### src/rtl/adder_arb_pkg.sv
// Shared types and helpers for the adder arbiter: tag pipeline entries,
// controller states and the round-robin search used by the picker.
package adder_arb_pkg;

    // Type widths are sized for the largest supported requester count (8),
    // so a single tag/index type serves every configuration.
    localparam int N_REQ_MAX = 8;
    localparam int TAG_ID_W  = 3;

    typedef struct packed {
        logic                valid;
        logic [TAG_ID_W-1:0] id;
    } tag_t;

    typedef enum logic [1:0] {
        IDLE,
        RUN,
        DRAIN
    } state_t;

    typedef struct packed {
        logic                found;
        logic [TAG_ID_W-1:0] idx;
    } pick_t;

    // First requester with its request bit set, searching from ptr upward
    // and wrapping at n. Only the low n bits of req are considered.
    function automatic pick_t rr_pick(input logic [N_REQ_MAX-1:0] req,
                                      input logic [TAG_ID_W-1:0]  ptr,
                                      input int                   n);
        pick_t             r;
        logic [TAG_ID_W:0] j;
        logic [TAG_ID_W:0] nn;
        r  = '0;
        nn = (TAG_ID_W+1)'(n);
        for (int k = 0; k < N_REQ_MAX; k++) begin
            j = {1'b0, ptr} + (TAG_ID_W+1)'(k);
            if (j >= nn) begin
                j = j - nn;
            end
            if ((k < n) && !r.found && req[j[TAG_ID_W-1:0]]) begin
                r.found = 1'b1;
                r.idx   = j[TAG_ID_W-1:0];
            end
        end
        return r;
    endfunction

endpackage

### src/rtl/adder_arbiter_rr_arbiter.sv
// Round-robin picker: reports the next requester to serve, starting from
// the requester after the last one granted.
module rr_arbiter
    import adder_arb_pkg::*;
#(
    parameter int N_REQ = 4
) (
    input  logic                i_clk,
    input  logic                i_reset,
    input  logic [N_REQ-1:0]    i_req,
    input  logic                i_advance,
    output logic                o_found,
    output logic [TAG_ID_W-1:0] o_idx
);

    logic [TAG_ID_W-1:0]  r_ptr;
    logic [N_REQ_MAX-1:0] w_reqExt;
    pick_t                w_pick;

    // Widen the request vector to the helper's fixed width and search it.
    always_comb begin
        w_reqExt            = '0;
        w_reqExt[N_REQ-1:0] = i_req;
        w_pick              = rr_pick(w_reqExt, r_ptr, N_REQ);
    end

    assign o_found = w_pick.found;
    assign o_idx   = w_pick.idx;

    // Move the search start just past the winner whenever a grant is taken.
    always_ff @(posedge i_clk) begin
        if (i_reset) begin
            r_ptr <= '0;
        end else if (i_advance && w_pick.found) begin
            if (w_pick.idx == TAG_ID_W'(N_REQ - 1)) begin
                r_ptr <= '0;
            end else begin
                r_ptr <= w_pick.idx + 1'b1;
            end
        end
    end

endmodule

### src/rtl/adder_arbiter.sv
// Shares one registered adder among several requesters. Grants one request
// per cycle in round-robin order, tracks each operation with a tag that
// travels alongside the adder latency, and steers every result back to the
// requester that issued it.
module adder_arbiter
    import adder_arb_pkg::*;
#(
    parameter int N_REQ   = 4,
    parameter int DATA_W  = 8,
    parameter int ADD_LAT = 1,
    parameter int CNT_W   = 32
) (
    input  logic                    clk_i,
    input  logic                    reset_i,
    input  logic                    enable_i,
    input  logic [N_REQ-1:0]        req_valid_i,
    output logic [N_REQ-1:0]        req_ready_o,
    input  logic [N_REQ*DATA_W-1:0] req_a_i,
    input  logic [N_REQ*DATA_W-1:0] req_b_i,
    output logic [DATA_W-1:0]       add_a_o,
    output logic [DATA_W-1:0]       add_b_o,
    input  logic [DATA_W-1:0]       add_res_i,
    output logic [N_REQ-1:0]        rsp_valid_o,
    output logic [DATA_W-1:0]       rsp_res_o,
    output logic                    busy_o,
    output logic [CNT_W-1:0]        issued_cnt_o
);

    state_t              r_state;
    tag_t                r_tags [0:ADD_LAT];
    logic [DATA_W-1:0]   r_addA;
    logic [DATA_W-1:0]   r_addB;
    logic [N_REQ-1:0]    r_rspValid;
    logic [DATA_W-1:0]   r_rspRes;
    logic [CNT_W-1:0]    r_issuedCnt;

    logic                w_grantEn;
    logic                w_found;
    logic                w_hs;
    logic                w_inFlight;
    logic [TAG_ID_W-1:0] w_idx;
    logic [DATA_W-1:0]   w_selA;
    logic [DATA_W-1:0]   w_selB;
    logic [N_REQ-1:0]    w_rspOnehot;

    assign w_grantEn = (r_state == RUN) && enable_i;
    assign w_hs      = w_grantEn && w_found;

    rr_arbiter #(
        .N_REQ (N_REQ)
    ) u_rrArbiter (
        .i_clk     (clk_i),
        .i_reset   (reset_i),
        .i_req     (req_valid_i),
        .i_advance (w_hs),
        .o_found   (w_found),
        .o_idx     (w_idx)
    );

    // Decode the winner into its ready bit and operands, and the tag leaving
    // the pipeline into a one-hot response strobe.
    always_comb begin
        req_ready_o = '0;
        w_selA      = '0;
        w_selB      = '0;
        w_rspOnehot = '0;
        for (int i = 0; i < N_REQ; i++) begin
            if (w_idx == TAG_ID_W'(i)) begin
                req_ready_o[i] = w_hs;
                w_selA         = req_a_i[i*DATA_W +: DATA_W];
                w_selB         = req_b_i[i*DATA_W +: DATA_W];
            end
            if (r_tags[ADD_LAT].id == TAG_ID_W'(i)) begin
                w_rspOnehot[i] = 1'b1;
            end
        end
    end

    // Any live tag anywhere in the pipeline means a result is still owed.
    always_comb begin
        w_inFlight = 1'b0;
        for (int s = 0; s <= ADD_LAT; s++) begin
            w_inFlight = w_inFlight | r_tags[s].valid;
        end
    end

    // Controller: IDLE until there is work, RUN while granting, DRAIN lets
    // in-flight operations finish after enable drops.
    always_ff @(posedge clk_i) begin
        if (reset_i) begin
            r_state <= IDLE;
        end else begin
            case (r_state)
                IDLE: begin
                    if (enable_i && (|req_valid_i)) begin
                        r_state <= RUN;
                    end
                end
                RUN: begin
                    if (!enable_i) begin
                        r_state <= DRAIN;
                    end
                end
                DRAIN: begin
                    if (enable_i) begin
                        r_state <= RUN;
                    end else if (!w_inFlight) begin
                        r_state <= IDLE;
                    end
                end
                default: r_state <= IDLE;
            endcase
        end
    end

    // Tag pipeline: one entry per edge of adder latency plus the operand
    // register stage, shifted every cycle so it lines up with add_res_i.
    always_ff @(posedge clk_i) begin
        if (reset_i) begin
            for (int s = 0; s <= ADD_LAT; s++) begin
                r_tags[s] <= '0;
            end
        end else begin
            r_tags[0] <= {w_hs, w_idx};
            for (int s = 1; s <= ADD_LAT; s++) begin
                r_tags[s] <= r_tags[s-1];
            end
        end
    end

    // Operand capture, issue counting and response capture.
    always_ff @(posedge clk_i) begin
        if (reset_i) begin
            r_addA      <= '0;
            r_addB      <= '0;
            r_issuedCnt <= '0;
            r_rspValid  <= '0;
            r_rspRes    <= '0;
        end else begin
            if (w_hs) begin
                r_addA      <= w_selA;
                r_addB      <= w_selB;
                r_issuedCnt <= r_issuedCnt + 1'b1;
            end
            if (r_tags[ADD_LAT].valid) begin
                r_rspValid <= w_rspOnehot;
                r_rspRes   <= add_res_i;
            end else begin
                r_rspValid <= '0;
            end
        end
    end

    assign add_a_o      = r_addA;
    assign add_b_o      = r_addB;
    assign rsp_valid_o  = r_rspValid;
    assign rsp_res_o    = r_rspRes;
    assign issued_cnt_o = r_issuedCnt;
    assign busy_o       = (r_state != IDLE) || w_inFlight;

endmodule

### config.mk
export PLATFORM = sky130hd
export DESIGN_NAME = adder_arbiter
export DESIGN_NICKNAME = d
export VERILOG_FILES = /design/src/rtl/adder_arb_pkg.sv /design/src/rtl/adder_arbiter_rr_arbiter.sv /design/src/rtl/adder_arbiter.sv
export SDC_FILE = /design/constraint.sdc
export NUM_CORES = 1
export LEC_CHECK = 0
export BUFFER_PORTS_ARGS = -buffer_cell sky130_fd_sc_hd__buf_2
export CAP_MARGIN = 20
export CORE_UTILIZATION = 35
export DETAILED_ROUTE_END_ITERATION = 8
export PLACE_DENSITY = 0.67
export SETUP_SLACK_MARGIN = 0.3
export SLEW_MARGIN = 20
export SYNTH_ARGS = -nofsm -noshare
export SYNTH_HDL_FRONTEND = slang
export SYNTH_SLANG_ARGS = --single-unit
### constraint.sdc
create_clock -name clk_i -period 4.7 [get_ports clk_i]
set_clock_uncertainty 0.2 [all_clocks]
set_input_delay 0.705 -clock clk_i [delete_from_list [all_inputs] [get_ports clk_i]]
set_output_delay 0.705 -clock clk_i [all_outputs]
set_load 0.005 [all_outputs]
==> impl_metrics.py <==
metrics = {
    "status": {
        "outcome": "finished with violations",
        "violations": "DRC",
    },
    "logic_synthesis": {
        "ys.flop_type": "dfxtp_1",
        "seq_area_frac_synth": 0.351,
        "netlist-cell-type-count": 49,
        "synth.top_cell.area_share": 0.351,
        "synth.area.top_cells": "dfxtp_1 35%, nor2b_1 8.0%, mux2_2 5.4%, a211oi_2 4.8%, nor3_1 4.6%",
        "synth_warnings": 0,
        "yosysTopAreaCell": "dfxtp_1",
        "async_flop_share": 0,
        "ys_ff_latch": 73,
        "synth_edf_count": 0,
        "syn_area_sq_mm": 0.00416,
        "netlist_instances": 474,
        "synth_nets": 560,
        "syn_avg_cell_area_sq_um": 8.78,
    },
    "placed_design": {
        "placed_cells": 732,
        "dpl_cell_area_sq_mm": 0.00494,
        "detailed_place_hpwl_mm": 7.98,
        "place_congestion": 0.860,
        "io_buffers": 143,
    },
    "clock_tree": {
        "ctsResizeCount": 2,
        "hold_buffers": 0,
        "cts_root_buf": "clkbuf_16",
        "htree_levels": 3,
        "tritoncts": "yes",
        "clkLatencyLatePin_ns": 0.34,
        "clock_sinks": 73,
        "post_cts_buffers": 0,
        "clk_path_buf_depth": 2,
        "numCtsBuffers": 9,
        "path_clk_slew_ns": 0.06,
    },
    "sta": {
        "fmax_mhz": 239,
        "tns_ns": 0,
        "slew_headroom": 0.297,
        "fin_hold_ws_ns": 0.235,
        "fin_crit_sh": 0.891,
        "finalHoldViolations": 0,
        "maxSlewViolCount": 0,
        "setup_viol": 0,
        "rsz0062_at_grt": "no",
        "worst_pin_slew_ns": 1.05,
        "min_period_ns": 4.19,
    },
    "drt": {
        "routedWlPerCell_microns": 15.6,
        "route.detailed.drc": 24,
        "wl_mm": 11.6,
        "drtPass1Iterations": 6,
        "via_per_inst": 5.49,
        "drt_iter0_markers": 151,
        "vias": 4098,
        "postRouteAntennaNets": 0,
    },
    "job": {
        "maxCapViolations": 0,
    },
    "floorplanning": {
        "io_pins": 144,
        "die_w_microns": 111,
        "die_y_microns": 111,
        "die_area_sq_mm": 0.0123,
        "row_count": 39,
        "start_util": 0.361,
        "core_area_sq_mm": 0.0115,
    },
    "critical_path": {
        "critPathMaxFanout": 17,
        "setup.worst_path.start_class": "register",
        "critPathKind": "register to output pin",
        "cp.required_ns": 3.80,
        "critical_path_arrival_ns": 3.28,
        "cp-end-kind": "output pin",
    },
    "power": {
        "switching_share": 0.308,
        "clkPwrFrac": 0.369,
        "leakage_uw": 0.00225,
        "seqPwrFrac": 0.368,
        "p_int_uw": 1260,
        "power_density_mw_per_mm2": 346,
        "combPwrFrac": 0.263,
        "ir_drop_mv": 0.164,
        "switchingPower_uw": 560,
    },
    "global_routing": {
        "grt_pass1_wl_mm": 19.0,
        "grt_pass1_vias": 3928,
        "antenna_found_initial": 0,
        "grt_usage": 0.192,
        "gr-total-overflow": 0,
        "grt_max_degree": 100,
    },
    "cells_and_area": {
        "area_growth_pct": 26.4,
        "diodes": 0,
        "fin_nets": 686,
        "drive_gt1_frac": 0.361,
        "final_area_sq_mm": 0.00526,
        "stdcell_count": 747,
        "fillers": 1136,
    },
    "worst_hold_path": {
        "hold_path.class": "register to register",
    },
}
worst max-delay path, cell delays in order (launching register included):
cell	delay, ns
dfxtp_1	0.43
inv_1	0.14
ha_2	0.44
mux2_1	0.39
a21oi_4	0.26
o211ai_1	0.15
and2_1	0.23
a21oi_1	0.21
ha_1	0.21
buf_4	0.23
and2_1	0.15
buf_2	0.10
synth_stat cells (all sizes together), types with 2 or more instances:
cell,number
dfxtp,73
nor2b,53
nor2,48
nor3,38
a21oi,35
mux2,33
a211oi,23
clkbuf,23
a221oi,17
buf,15
nand4,15
nand3,13
mux2i,9
o21ai,8
ha,7
inv,7
nand2,7
and2,6
and3,6
a2111oi,5
o211ai,5
nor3b,3
o2111ai,3
and4,2
mux4,2
nand2b,2
o31ai,2
or3,2
or4,2
state kept, by name, summed over array words and instances, names as in the netlist:
name,count
r_tags,8
add_a_o,8
rsp_valid_o,4
issued_cnt_o,32
rsp_res_o,8
add_b_o,8
u_rrArbiter.r_ptr,3
r_state,2
stage by stage:
stage | utilization | power (uW) | setup WS (ns)
after floorplan | - | 1020 | 0.740
after global placement | 0.429 | 1140 | 0.404
after detailed placement | 0.429 | 1150 | 0.159
after CTS | 0.455 | 1850 | 0.365
after global routing | 0.457 | 1930 | 0.266
final | 0.457 | 1820 | 0.510
layer usage:
layer | vias up | track usage | routed length (microns) | share of wire
li1 | 1991 | - | - | -
met1 | 1954 | 0.215 | 4770 | 0.41
met2 | 130 | 0.336 | 5840 | 0.50
met3 | 23 | 0.0662 | 798 | 0.069
met4 | 0 | 0.0685 | 225 | 0.019
met5 | - | 0 | 0 | 0
final timing paths:
path,start,to,slack (ns),cells past startpoint
max,u_rrArbiter.r_ptr[1]$_SDFFE_PP0P_,req_ready_o[1],0.51,11
min,r_tags[0][0]$_SDFF_PP0_,r_tags[0][4]$_SDFF_PP0_,0.23,1
max reg2reg,u_rrArbiter.r_ptr[1]$_SDFFE_PP0P_,add_b_o[7]$_SDFFE_PP0P_,0.67,13
min reg2reg,r_tags[0][0]$_SDFF_PP0_,r_tags[0][4]$_SDFF_PP0_,0.23,1
area by class of cell:
class | instances | area (sq um) | area share
Multi-Input combinational cell | 355 | 2510 | 0.477
Timing Repair Buffer | 153 | 793 | 0.151
Inverter | 8 | 30.0 | 0.00571
Tap cell | 143 | 179 | 0.0340
Clock buffer | 9 | 225 | 0.0428
Clock inverter | 6 | 60.1 | 0.0114
Sequential cell | 73 | 1460 | 0.278
kinds of logic (layout without fill, tap and decap cells):
| family | count (synthesis) | in the layout | synth area share |
|---|---|---|---|
| flops | 73 | 73 | 0.351 |
| simple gates | 198 | 198 | 0.254 |
| buf+inv | 46 | 176 | 0.0553 |
| fa+ha+maj | 7 | 7 | 0.0210 |
| compound gates | 105 | 105 | 0.195 |
| mux | 44 | 44 | 0.122 |
| other cells | 1 | 1 | 0.000901 |
power groups by stage:
stage	Combinational [uW]	Clock [uW]	Sequential, uW
finish	478	671	669
global route	536	722	673
CTS	477	700	669
detailed placement	472	0	683
global placement	454	0	682
floorplan	338	0	680
cells in the final DEF (no fill, tap or decap), types with 7 or more instances in the layout:
cell,instances
buf_2,142
nor2b_1,52
a221oi_1,16
a21oi_1,33
dfxtp_1,73
buf_4,11
clkbuf_16,9
o21ai_0,8
mux2i_1,9
mux2_1,13
nor3_1,38
nand4_1,15
a211oi_1,7
a211oi_2,16
mux2_2,20
inv_1,7
nand3_1,13
nor2_1,47
(Power assumes the default switching activity.)
